===== src/rtl/ballot_ctrl.sv =====
// ballot_ctrl: debounces the officer arm button and four candidate buttons,
// opens one ballot per arm press, and delivers a single accepted vote as a
// one-hot level held across exactly one downstream sample tick.
module ballot_ctrl #(
    parameter logic [31:0] DEBOUNCE_CYCLES = 32'd1000000,
    parameter logic [31:0] TIMEOUT_CYCLES  = 32'd3000000000
) (
    input  logic       clock,
    input  logic       on_off,
    input  logic       btn_arm,
    input  logic       btn_p1,
    input  logic       btn_p2,
    input  logic       btn_p3,
    input  logic       btn_p4,
    input  logic       sample_tick,
    output logic       p1,
    output logic       p2,
    output logic       p3,
    output logic       p4,
    output logic       armed,
    output logic       fault,
    output logic [7:0] ballot_count
);

    typedef enum logic [1:0] {
        S_IDLE    = 2'd0,
        S_ARMED   = 2'd1,
        S_DELIVER = 2'd2,
        S_RELEASE = 2'd3
    } state_t;

    // Bit 0 is the arm button, bits 1..4 are candidates 1..4.
    logic [4:0] w_raw;
    logic [4:0] w_rise;
    logic [3:0] w_cand_deb;

    assign w_raw = {btn_p4, btn_p3, btn_p2, btn_p1, btn_arm};

    genvar gi;
    generate
        for (gi = 0; gi < 5; gi++) begin : g_cond
            logic        r_sync1;
            logic        r_sync2;
            logic        r_deb;
            logic        r_deb_d;
            logic [31:0] r_cnt;

            // Synchronise, debounce and remember the previous debounced level.
            always_ff @(posedge clock) begin
                if (on_off) begin
                    r_sync1 <= 1'b0;
                    r_sync2 <= 1'b0;
                    r_deb   <= 1'b0;
                    r_deb_d <= 1'b0;
                    r_cnt   <= 32'd0;
                end else begin
                    r_sync1 <= w_raw[gi];
                    r_sync2 <= r_sync1;
                    r_deb_d <= r_deb;
                    if (r_sync2 == r_deb) begin
                        r_cnt <= 32'd0;
                    end else if (r_cnt == DEBOUNCE_CYCLES) begin
                        r_deb <= ~r_deb;
                        r_cnt <= 32'd0;
                    end else begin
                        r_cnt <= r_cnt + 32'd1;
                    end
                end
            end

            // The rise is seen in the cycle right after the debounced flip.
            assign w_rise[gi] = r_deb & ~r_deb_d;

            if (gi > 0) begin : g_cand
                assign w_cand_deb[gi-1] = r_deb;
            end
        end
    endgenerate

    state_t      r_state;
    logic [3:0]  r_p;
    logic        r_armed;
    logic        r_fault;
    logic [7:0]  r_count;
    logic [31:0] r_tmo;
    logic        r_first;

    logic [3:0]  w_cand_rise;
    logic [3:0]  w_cand_held;
    logic        w_single;
    logic        w_tmo_hit;

    assign w_cand_rise = w_rise[4:1];
    // Candidates already down before this cycle's rise.
    assign w_cand_held = w_cand_deb & ~w_cand_rise;
    assign w_single    = (w_cand_rise != 4'd0) &&
                         ((w_cand_rise & (w_cand_rise - 4'd1)) == 4'd0);
    assign w_tmo_hit   = (TIMEOUT_CYCLES != 32'd0) &&
                         ((r_tmo + 32'd1) == TIMEOUT_CYCLES);

    // Ballot FSM with all outputs registered.
    always_ff @(posedge clock) begin
        if (on_off) begin
            r_state <= S_IDLE;
            r_p     <= 4'd0;
            r_armed <= 1'b0;
            r_fault <= 1'b0;
            r_count <= 8'd0;
            r_tmo   <= 32'd0;
            r_first <= 1'b0;
        end else begin
            r_fault <= 1'b0;
            case (r_state)
                S_IDLE: begin
                    r_p     <= 4'd0;
                    r_armed <= 1'b0;
                    if (w_rise[0]) begin
                        r_state <= S_ARMED;
                        r_armed <= 1'b1;
                        r_tmo   <= 32'd0;
                    end
                end
                S_ARMED: begin
                    // Counting continues through rejected multi-presses.
                    r_tmo <= r_tmo + 32'd1;
                    if (w_tmo_hit) begin
                        r_fault <= 1'b1;
                        r_armed <= 1'b0;
                        r_state <= S_IDLE;
                    end else if (w_cand_rise != 4'd0) begin
                        if (w_single && (w_cand_held == 4'd0)) begin
                            r_p     <= w_cand_rise;
                            r_first <= 1'b1;
                            r_state <= S_DELIVER;
                        end else begin
                            r_fault <= 1'b1;
                        end
                    end
                end
                S_DELIVER: begin
                    // A tick in the entry cycle is skipped so the counter
                    // always gets a full cycle of the level before sampling.
                    r_first <= 1'b0;
                    if (sample_tick && !r_first) begin
                        r_p     <= 4'd0;
                        r_armed <= 1'b0;
                        r_state <= S_RELEASE;
                        if (r_count != 8'd255) begin
                            r_count <= r_count + 8'd1;
                        end
                    end
                end
                S_RELEASE: begin
                    if (w_cand_deb == 4'd0) begin
                        r_state <= S_IDLE;
                    end
                end
                default: begin
                    r_state <= S_IDLE;
                end
            endcase
        end
    end

    assign p1           = r_p[0];
    assign p2           = r_p[1];
    assign p3           = r_p[2];
    assign p4           = r_p[3];
    assign armed        = r_armed;
    assign fault        = r_fault;
    assign ballot_count = r_count;

endmodule


===== config.mk =====
export PLATFORM = sky130hd
export DESIGN_NAME = ballot_ctrl
export DESIGN_NICKNAME = d
export VERILOG_FILES = /design/src/rtl/ballot_ctrl.sv
export SDC_FILE = /design/constraint.sdc
export NUM_CORES = 1
export LEC_CHECK = 0
export BUFFER_PORTS_ARGS = -buffer_cell sky130_fd_sc_hd__buf_2
export CAP_MARGIN = 30
export CELL_PAD_IN_SITES_DETAIL_PLACEMENT = 1
export CELL_PAD_IN_SITES_GLOBAL_PLACEMENT = 2
export CORE_ASPECT_RATIO = 1.5
export CORE_MARGIN = 1.5
export CORE_UTILIZATION = 40
export DETAILED_ROUTE_END_ITERATION = 16
export PLACE_DENSITY_LB_ADDON = 0.1
export SYNTH_ARGS = -nofsm -noshare
export SYNTH_HDL_FRONTEND = slang
export SYNTH_SLANG_ARGS = --single-unit

===== constraint.sdc =====
create_clock -name clock -period 7.6 [get_ports clock]
set_input_delay 0.76 -clock clock [delete_from_list [all_inputs] [get_ports clock]]
set_output_delay 0.76 -clock clock [all_outputs]
set_load 0.01 [all_outputs]

==> run_results.csv, run 1 <==
group,metric,value,unit
sta,fmaxAchievable,0.257,GHz
logic_synthesis,synth_warnings,0,
grt,grt_use_total,19.0,%
final_layout,post-route-util,45.3,%
routing,avgRoutedWirePerCell,15.9,microns
logic_synthesis,yosysTopAreaCellShare,42.2,%
sta,fin_crit,3.88,ns
power,power.total,2.43,mW
final_layout,num-fill-cells,3166,
sta,worst_hold_slack,0.438,ns
clocking,cts_max_level,1,
sta,finalCritPeriodShare,51.1,%
critical_path,cp_cell_sequence,"ha_1 > nand3_1 > or4_1 > or4_4 > xor2_1 > or4_4 > o21ai_2 > and2b_1 > mux2_1",
outcome,status,"complete, no violations",
logic_synthesis,synth_cell_type_count,66,
clocking,numCtsBuffers,25,
sta,finalHoldViolations,0,
logic_synthesis,synth_seq_area_share,42.2,%
grt,first_global_vias,9073,
routing,route.detailed.drc,0,
critical_path,cp-start-kind,"flip-flop",
grt,grt_pass1_wl,44100,microns
logic_synthesis,yosys.area_share.simple,29.9,%
floorplanning,core,0.0266,sq mm
logic_synthesis,synth_top_family_by_area,"simple AND/OR/NAND/NOR gates",
routing,drt_iter0_drc,271,
sta,tightest_slew,0.847,ns
final_layout,final_common_cell,"dfxtp_1",
floorplanning,die_x,138,microns
critical_path,crit_slowest_cell,"or4_1",
routing,routed_wl,26300,microns
sta,slew_headroom,43.5,%
clocking,clock_latency,0.54,ns
logic_synthesis,synth_ff_type,"dfxtp_1",
logic_synthesis,synth-xor-area-share,12.1,%
placement,dpl.hpwl,18300,microns
clocking,clock_path_buffers,3,
sta,finalSetupViolations,0,
placement,dp.cells,1608,
floorplanning,start_util,40.9,%
final_layout,stdcell_area,0.0120,sq mm
sta,slew_violations,0,
sta,rsz0062_at_grt,"no",
sta,fin_skew,0.0147,ns
final_layout,diodes,0,
placement,pre_cts_slack,3.69,ns
min_path,hp-class,"reg -> reg",
routing,postRouteAntennaNets,0,
placement,gp_congestion,0.830,
logic_synthesis,synth_fa_ha_area_share,2.19,%
logic_synthesis,synthMuxAreaShare,1.08,%
logic_synthesis,synth-async-reset-ratio,0,%
sta,setup_slack,3.72,ns
clocking,cts_setup_buffers,0,
logic_synthesis,syn-num-nets,1335,
routing,vias_per_cell,5.47,
placement,post_dp_cell_area,0.0113,sq mm
floorplanning,die_area,0.0282,sq mm
grt,grt_max_degree,49,
final_layout,layout_common_cells,"dfxtp_1 (229), nor2_1 (227), nand2_1 (98)",
floorplanning,die_y,205,microns
logic_synthesis,synth_edf_count,0,
critical_path,criticalPathCategory,"reg -> reg",
critical_path,crit_fanout,11,
clocking,root_buffer,"clkbuf_16",
logic_synthesis,synth.area.top_cells,"dfxtp_1 (42%), nor2_1 (7.8%), xor2_1 (7.8%)",
critical_path,crit_path_end_kind,"flip-flop",
critical_path,crit_top_cell,"or4_4",
power,peakVddDrop,177,uV
critical_path,cp_data_required_time,8.02,ns
logic_synthesis,synth-compound-area-share,9.08,%
final_layout,syn_to_final_growth,10.9,%
final_layout,fin_nets,1325,
routing,vias,9035,
sta,tns,0,ns
clocking,cts_tree,"built",
grt,grt-ovfl-total,0,
logic_synthesis,synth_cells,1308,
floorplanning,num_rows,73,
critical_path,cp_slowest_stage_delay,0.71,ns
power,p_leak,3.90,nW
final_layout,drive_gt1_share,6.31,%
logic_synthesis,synth_area,0.0109,sq mm
final_layout,final_cells,1652,
routing,dr.pass1.iters,4,
clocking,path_clk_slew,0.06,ns
logic_synthesis,yosysTopAreaCell,"dfxtp_1",
clocking,cts.sink_count,229,
floorplanning,io_pins,22,
clocking,ctsHoldBuffers,0,
clocking,cts-resized-gates,0,
placement,io_buffers,21,
final_layout,seq_area,0.00458,sq mm
critical_path,cp.arrival,4.30,ns
power,p_per_area,202,mW/mm^2
run,maxCapViolCount,0,
logic_synthesis,avgSynthCellArea,8.30,sq um
final_layout,multi_input_area,0.00590,sq mm
logic_synthesis,ys_seq_elements,229,
grt,antenna_found_initial,0,
flip-flops by register name, indices dropped and copies added, names as in the netlist, named ones only:
signal          count
fault               1
r_p                 4
g_cond.r_deb_d      5
r_tmo              32
armed               1
g_cond.r_deb        5
r_first             1
g_cond.r_cnt      160
g_cond.r_sync1      5
ballot_count        8
r_state             1
g_cond.r_sync2      5
final cells by class:
| class | count | share of cell area, % |
|---|---|---|
| Multi-Input combinational cell | 981 | 49.0 |
| Sequential cell | 229 | 38.1 |
| Timing Repair Buffer | 29 | 1.93 |
| Clock buffer | 36 | 6.12 |
| Tap cell | 337 | 3.50 |
| Clock inverter | 8 | 0.364 |
| Inverter | 32 | 0.998 |
worst max-delay path, delay by kind of cell (launching register included):
family	cells	cell delay, ns
AND/OR/NAND/NOR	5	2.20
flip-flops	1	0.51
adder cells (fa/ha/maj)	1	0.41
multiplexers	1	0.31
AO/OA/AOI/OAI	1	0.19
XOR/XNOR	1	0.15
cells by family (layout without fill, tap and decap cells):
group / count (synthesis) / in the layout
xor+xnor: 150 / 150
simple gates: 642 / 642
flops: 229 / 229
fa+ha+maj: 19 / 19
mux: 11 / 11
compound gates: 159 / 159
buf+inv: 98 / 105
where the power goes:
group	internal [mW]	leakage [nW]	switching (mW)
Combinational	0.0188	1.66	0.0332
Clock	0.671	0.395	0.497
Sequential	1.21	1.85	0.00482
Total	1.90	3.90	0.535
path summary, 6_finish.rpt:
check | from | end | slack (ns) | depth (start not counted)
min reg2reg | g_cond[4].r_sync1 | g_cond[4].r_sync2 | 0.44 | 1
min | g_cond[4].r_sync1 | g_cond[4].r_sync2 | 0.44 | 1
max | r_tmo[0] | armed | 3.72 | 9
max reg2reg | r_tmo[0] | armed | 3.72 | 9
synthesized netlist by cell type, types with 2 or more instances:
cell type  number
dfxtp_1       229
nor2_1        227
nand2_1        98
xor2_1         97
nand3_1        65
clkbuf_1       55
a21oi_1        54
xnor2_1        53
nand4_1        50
o21ai_0        48
and3_1         32
inv_1          32
nor4_1         28
nor3_1         27
or3_1          26
and4_1         19
ha_1           19
nor2b_1        17
nor4b_1        15
a31oi_1        10
a311oi_1        9
mux2i_1         8
nand2b_1        8
nand4b_1        7
buf_1           5
buf_2           5
a211o_1         4
a211oi_1        4
and2_1          4
o32ai_1         4
or4_1           4
o22ai_1         3
or4_4           3
a2111oi_0       2
a41o_1          2
nor3b_1         2
nor4bb_1        2
o31ai_1         2
or4b_2          2
routing by layer:
metal	global-route usage [%]	vias to the layer above	wire length, microns
met1	22.6	4384	11700
li1	-	4540	-
met5	0	-	0
met3	2.50	39	730
met2	34.5	72	13300
met4	6.39	0	624
No activity file was read; power rests on OpenSTA's default activity.
==> run 2, diff against run 1 <==
--- a/config.mk
+++ b/config.mk
@@ -5,13 +5,14 @@
 export SDC_FILE = /design/constraint.sdc
 export NUM_CORES = 1
 export LEC_CHECK = 0
+export ABC_AREA = 1
 export BUFFER_PORTS_ARGS = -buffer_cell sky130_fd_sc_hd__buf_2
 export CAP_MARGIN = 30
 export CELL_PAD_IN_SITES_DETAIL_PLACEMENT = 1
 export CELL_PAD_IN_SITES_GLOBAL_PLACEMENT = 2
 export CORE_ASPECT_RATIO = 1.5
 export CORE_MARGIN = 1.5
-export CORE_UTILIZATION = 40
+export CORE_UTILIZATION = 36
 export DETAILED_ROUTE_END_ITERATION = 16
 export PLACE_DENSITY_LB_ADDON = 0.1
 export SYNTH_ARGS = -nofsm -noshare
==> constraint.sdc (replaced) <==
create_clock -name clock -period 3.8 [get_ports clock]
set_input_delay 0.38 -clock clock [delete_from_list [all_inputs] [get_ports clock]]
set_output_delay 0.38 -clock clock [all_outputs]
set_load 0.01 [all_outputs]
==> run_results.csv, run 2 <==
group,metric,value,unit
clocking,cts-resized-gates,0,
grt,grt-ovfl-total,0,
floorplanning,start_util,36.4,%
routing,avgRoutedWirePerCell,14.6,microns
clocking,cts.sink_count,229,
logic_synthesis,syn-num-nets,1736,
critical_path,criticalPathCategory,"reg -> reg",
grt,use_met2,38.8,%
final_layout,largest_register_ffs,160,
sta,slew_headroom,42.7,%
sta,fin_crit,2.52,ns
outcome,status,"complete, no violations",
routing,drt_iter0_drc,239,
placement,pre_cts_slack,1.25,ns
grt,grt_pass1_wl,54100,microns
logic_synthesis,avgSynthCellArea,6.93,sq um
placement,dpl.hpwl,24000,microns
critical_path,reg2reg_depth,14,
logic_synthesis,synth_ff_type,"dfxtp_1",
final_layout,num-fill-cells,4168,
power,p_leak,4.66,nW
clocking,ctsHoldBuffers,0,
logic_synthesis,synth_seq_area_share,38.7,%
run,maxCapViolCount,0,
floorplanning,die_x,151,microns
clocking,cts_setup_buffers,0,
clocking,numCtsBuffers,26,
routing,postRouteAntennaNets,0,
final_layout,regMostFlops,"g_cond.r_cnt",
critical_path,cp-start-kind,"flip-flop",
placement,gp_congestion,0.795,
grt,antenna_found_initial,1,
final_layout,fin_nets,1763,
min_path,hp-class,"in -> reg",
sta,setup_slack,1.28,ns
routing,vias,10858,
logic_synthesis,yosysTopAreaCellShare,38.7,%
grt,grt_use_met1,20.8,%
sta,slew_violations,0,
sta,tns,0,ns
floorplanning,num_rows,81,
routing,routed_wl,31700,microns
placement,io_buffers,21,
logic_synthesis,synth_cell_type_count,49,
grt,first_global_vias,11406,
power,peakVddDrop,296,uV
critical_path,cp.arrival,2.95,ns
logic_synthesis,synth_cells,1709,
critical_path,crit_path_end_kind,"flip-flop",
clocking,clock_latency,0.54,ns
logic_synthesis,synth_warnings,0,
logic_synthesis,synth.area.top_cells,"dfxtp_1 (39%), nand2_1 (11%), nor2_1 (8.1%)",
logic_synthesis,synth-async-reset-ratio,0,%
final_layout,post-route-util,40.9,%
min_path,hold_depth,3,
sta,finalHoldViolations,0,
clocking,path_clk_slew,0.06,ns
final_layout,layout_common_cells,"nand2_1 (340), nor2_1 (256), inv_1 (232)",
power,p_per_area,411,mW/mm^2
final_layout,drive_gt1_share,8.54,%
final_layout,syn_to_final_growth,12.4,%
routing,dr.pass1.iters,4,
floorplanning,core,0.0325,sq mm
sta,finalCritPeriodShare,66.3,%
routing,route.detailed.drc,0,
critical_path,crit_fanout,4,
clocking,cts_tree,"built",
floorplanning,die_y,225,microns
sta,finalSetupViolations,0,
logic_synthesis,synth_edf_count,0,
logic_synthesis,synth_area,0.0118,sq mm
logic_synthesis,ys_seq_elements,229,
logic_synthesis,synth.most_common_cell,"nand2_1",
grt,grt.met3_usage,2.25,%
logic_synthesis,synth_common_cells,"nand2_1 (340), nor2_1 (257), inv_1 (232)",
routing,vias_per_cell,5.00,
clocking,cts_max_level,1,
sta,rsz0062_at_grt,"no",
clocking,root_buffer,"clkbuf_16",
sta,fin_skew,0.00854,ns
grt,grt_use_total,19.4,%
final_layout,final_common_cell,"nand2_1",
floorplanning,die_area,0.0340,sq mm
critical_path,cp_data_required_time,4.23,ns
grt,grt_max_degree,56,
sta,tightest_slew,0.857,ns
floorplanning,io_pins,22,
grt,busiest_layer,"met2",
sta,fmaxAchievable,0.397,GHz
logic_synthesis,yosysTopAreaCell,"dfxtp_1",
clocking,clock_path_buffers,3,
-- run 2: through the flow --
stage                     cells  power (mW)  cell area (sq um)  hold slack, ns
after floorplan            1709        2.74              11800           0.388
after global placement     2123        2.84              12400           0.391
after detailed placement   2123        2.85              12400           0.396
after CTS                  2171        5.58              13300          0.0197
after global routing       2171        5.72              13300          0.0325
final                      2172        5.47              13300          0.0480
-- run 2: worst max-delay path, stage by stage (launching register included) --
cell and delay (ns):
dfxtp_1 0.38, ha_1 0.19, nand2_1 0.06, inv_1 0.07
nand2_1 0.11, nor3_2 0.21, nand3_1 0.19, nor2_1 0.25
nand3_1 0.10, nor2_1 0.17, nand2_1 0.15, nor2_1 0.21
nand3_1 0.13, o21ai_1 0.13, a21oi_1 0.05
-- run 2: area by class of cell --
cell class                      count  area, sq um  area share, %
Inverter                          238          893           6.71
Clock buffer                       38          787           5.91
Timing Repair Buffer               28          158           1.18
Sequential cell                   229         4580           34.4
Antenna cell                        1         2.50         0.0188
Multi-Input combinational cell   1213         6240           46.8
Tap cell                          415          519           3.90
Clock inverter                     10          134           1.01
-- run 2: path summary, 6_finish.rpt --
path / startpoint / endpoint / slack (ns)
worst min-delay path: btn_p3 / g_cond[3].r_sync1 / 0.05
worst min register to register: g_cond[1].r_sync1 / g_cond[1].r_sync2 / 0.40
worst max register to register: g_cond[0].r_cnt[0] / g_cond[0].r_cnt[28] / 1.28
worst max-delay path: g_cond[0].r_cnt[0] / g_cond[0].r_cnt[28] / 1.28
-- run 2: cells by family (layout without fill, tap and decap cells) --
kind of cell | after synthesis | after routing | synth area share (%)
and+or+nand+nor | 951 | 951 | 38.0
buffers and inverters | 267 | 314 | 8.69
DFF | 229 | 229 | 38.7
AOI/OAI and AO/OA | 196 | 196 | 9.07
xor gates and xnor gates | 47 | 47 | 3.54
adders and majority gates | 19 | 19 | 2.01
other | 0 | 1 | 0
-- run 2: power by group --
| part | total [mW] | switching (mW) | internal (mW) |
|---|---|---|---|
| clock network | 2.69 | 1.05 | 1.64 |
| registers | 2.46 | 0.0256 | 2.43 |
| logic | 0.326 | 0.237 | 0.0892 |
-- run 2: per-layer routing --
layer | up-vias | part of all wire, % | routed length [microns]
met5 | - | 0 | 0
met4 | 0 | 2.0 | 627
met3 | 43 | 2.5 | 808
met2 | 94 | 55 | 17400
met1 | 5118 | 41 | 12900
li1 | 5603 | - | -
==> run 3, diff against run 2 <==
--- a/config.mk
+++ b/config.mk
@@ -12,7 +12,7 @@
 export CELL_PAD_IN_SITES_GLOBAL_PLACEMENT = 2
 export CORE_ASPECT_RATIO = 1.5
 export CORE_MARGIN = 1.5
-export CORE_UTILIZATION = 36
+export CORE_UTILIZATION = 33
 export DETAILED_ROUTE_END_ITERATION = 16
 export PLACE_DENSITY_LB_ADDON = 0.1
 export SYNTH_ARGS = -nofsm -noshare
==> constraint.sdc (replaced) <==
create_clock -name clock -period 2.3 [get_ports clock]
set_input_delay 0.23 -clock clock [delete_from_list [all_inputs] [get_ports clock]]
set_output_delay 0.23 -clock clock [all_outputs]
set_load 0.01 [all_outputs]
==> run_results.csv, run 3 (synthesis results as in run 2) <==
group,metric,value,unit
outcome,status,"complete, no violations",
grt,grt_max_degree,45,
sta,rsz0062_at_grt,"yes",
clocking,cts_max_level,1,
final_layout,fin_nets,1872,
final_layout,diodes,0,
placement,gp_congestion,0.827,
placement,post_dp_cell_area,0.0131,sq mm
critical_path,crit_fanout,8,
clocking,clock_latency,0.55,ns
floorplanning,num_rows,84,
routing,vias_per_cell,4.87,
critical_path,reg2reg_depth,15,
critical_path,criticalPathCategory,"reg -> reg",
sta,slew_headroom,63.5,%
min_path,hp-class,"in -> reg",
placement,pre_cts_slack,-0.156,ns
floorplanning,core,0.0352,sq mm
routing,postRouteAntennaNets,0,
power,p_leak,5.24,nW
critical_path,crit_path_end_kind,"flip-flop",
run,maxCapViolCount,0,
sta,finalCritPeriodShare,96.3,%
critical_path,cp-start-kind,"flip-flop",
floorplanning,die_x,158,microns
final_layout,stdcell_area,0.0146,sq mm
placement,dpl.hpwl,26000,microns
final_layout,post-route-util,41.4,%
critical_path,rr_startpoint,"r_tmo[1]",
routing,avgRoutedWirePerCell,14.7,microns
routing,routed_wl,34300,microns
final_layout,final_cells,2332,
power,peakVddDrop,425,uV
final_layout,layout_common_cells,"nand2_1 (309), inv_1 (230), nor2_1 (225)",
grt,antenna_found_initial,1,
final_layout,num-fill-cells,4456,
grt,grt_pass1_wl,57000,microns
floorplanning,start_util,33.6,%
final_layout,regMostFlops,"g_cond.r_cnt",
clocking,numCtsBuffers,26,
grt,busiest_layer,"met2",
sta,tightest_slew,0.544,ns
critical_path,cp_data_required_time,2.74,ns
grt,grt.met3_usage,2.16,%
grt,grt_use_met1,19.6,%
sta,fin_crit,2.22,ns
sta,finalSetupViolations,0,
grt,grt-ovfl-total,0,
final_layout,syn_to_final_growth,23.1,%
clocking,cts.sink_count,229,
min_path,min_to,"ballot_count[1]",
grt,use_met2,38.0,%
critical_path,ff2ff_setup_slack,0.08,ns
routing,drt_iter0_drc,199,
sta,fin_skew,0.00905,ns
sta,slew_violations,0,
final_layout,drive_gt1_share,19.3,%
power,p_per_area,594,mW/mm^2
min_path,hold_depth,4,
final_layout,largest_register_ffs,160,
placement,io_buffers,21,
routing,dr.pass1.iters,4,
sta,tns,0,ns
critical_path,timing.rr.end,"r_p[0]",
clocking,root_buffer,"clkbuf_16",
clocking,cts_tree,"built",
grt,grt_use_total,18.9,%
final_layout,final_common_cell,"nand2_1",
placement,dp.cells,2264,
routing,vias,11346,
min_path,worstHoldStart,"sample_tick",
sta,setup_slack,0.0847,ns
floorplanning,die_area,0.0371,sq mm
sta,finalHoldViolations,0,
floorplanning,io_pins,22,
clocking,clock_path_buffers,3,
floorplanning,die_y,235,microns
clocking,path_clk_slew,0.06,ns
sta,fmaxAchievable,0.451,GHz
critical_path,cp.arrival,2.66,ns
routing,route.detailed.drc,0,
grt,first_global_vias,11823,
run 3: changes by cell type in the layout (fill, tap and decap cells not counted), moves of 20 or more:
| cell | before | now |
|---|---|---|
| nand2_1 | 340 | 309 |
| nand2_2 | 13 | 42 |
| buf_4 | 7 | 104 |
| nor2_1 | 256 | 225 |
| nor2_2 | 13 | 33 |
| dfxtp_2 | 0 | 20 |
| dfxtp_1 | 229 | 206 |
run 3: worst max-delay path by stage:
| stage | start | endpoint | slack [ns] |
|---|---|---|---|
| global route | r_tmo[4] | r_p[0] | -0.09 |
| CTS | r_tmo[9] | r_p[0] | 0.003 |
| floorplan | r_tmo[0] | r_p[0] | 0.26 |
| finish | r_tmo[1] | r_p[0] | 0.08 |
| detailed placement | r_tmo[10] | r_state[0] | -0.16 |
| global placement | r_tmo[10] | r_state[0] | -0.12 |
run 3: routing by layer:
metal / vias to the layer above / part of all wire [%]
met1: 5398 / 39
met5: - / 0
met2: 85 / 56
met4: 0 / 2.5
li1: 5818 / -
met3: 45 / 2.3
run 3: power by group:
part | internal [mW] | switching [mW] | total [mW]
registers | 4.01 | 0.0575 | 4.07
clock network | 2.26 | 1.72 | 3.98
logic | 0.188 | 0.421 | 0.610
run 3: layout make-up:
| type | instances | area, sq um | share of cell area, % |
|---|---|---|---|
| clock inverter | 5 | 68.8 | 0.472 |
| multi-input combinational | 1214 | 6660 | 45.7 |
| timing repair buffer | 136 | 1030 | 7.04 |
| inverter | 238 | 900 | 6.17 |
| tap | 473 | 592 | 4.06 |
| clock buffer | 37 | 712 | 4.88 |
| sequential | 229 | 4620 | 31.7 |
run 3: stage by stage:
stage	power (mW)	hold slack [ns]
6_report	8.66	0.152
3_3_place_gp	4.70	0.393
4_1_cts	8.82	0.146
2_1_floorplan	4.52	0.337
3_5_place_dp	4.71	0.397
5_1_grt	9.07	0.195
run 3: repair_timing:
item                                   in CTS  in global routing
setup endpoints to repair                  12                 42
hold buffers                                7                  0
pin swaps                                  17                 37
setup buffers                               4                 14
gates cloned                                1                  0
resized for setup                          50                 98
endpoints found under the hold margin       6                  0
run 3: critical path: stages (launching register included):
cell and delay [ns]:
dfxtp_4 0.37, ha_4 0.15, nand2_4 0.06, nor2_8 0.20
nand2_4 0.09, nor2_4 0.18, nand2_2 0.07, nand2_2 0.08
nand2_2 0.05, nor2_1 0.08, and2_4 0.15, nand2_2 0.06
nor2_4 0.19, nand3_4 0.15, a21oi_2 0.16, nor2_1 0.06
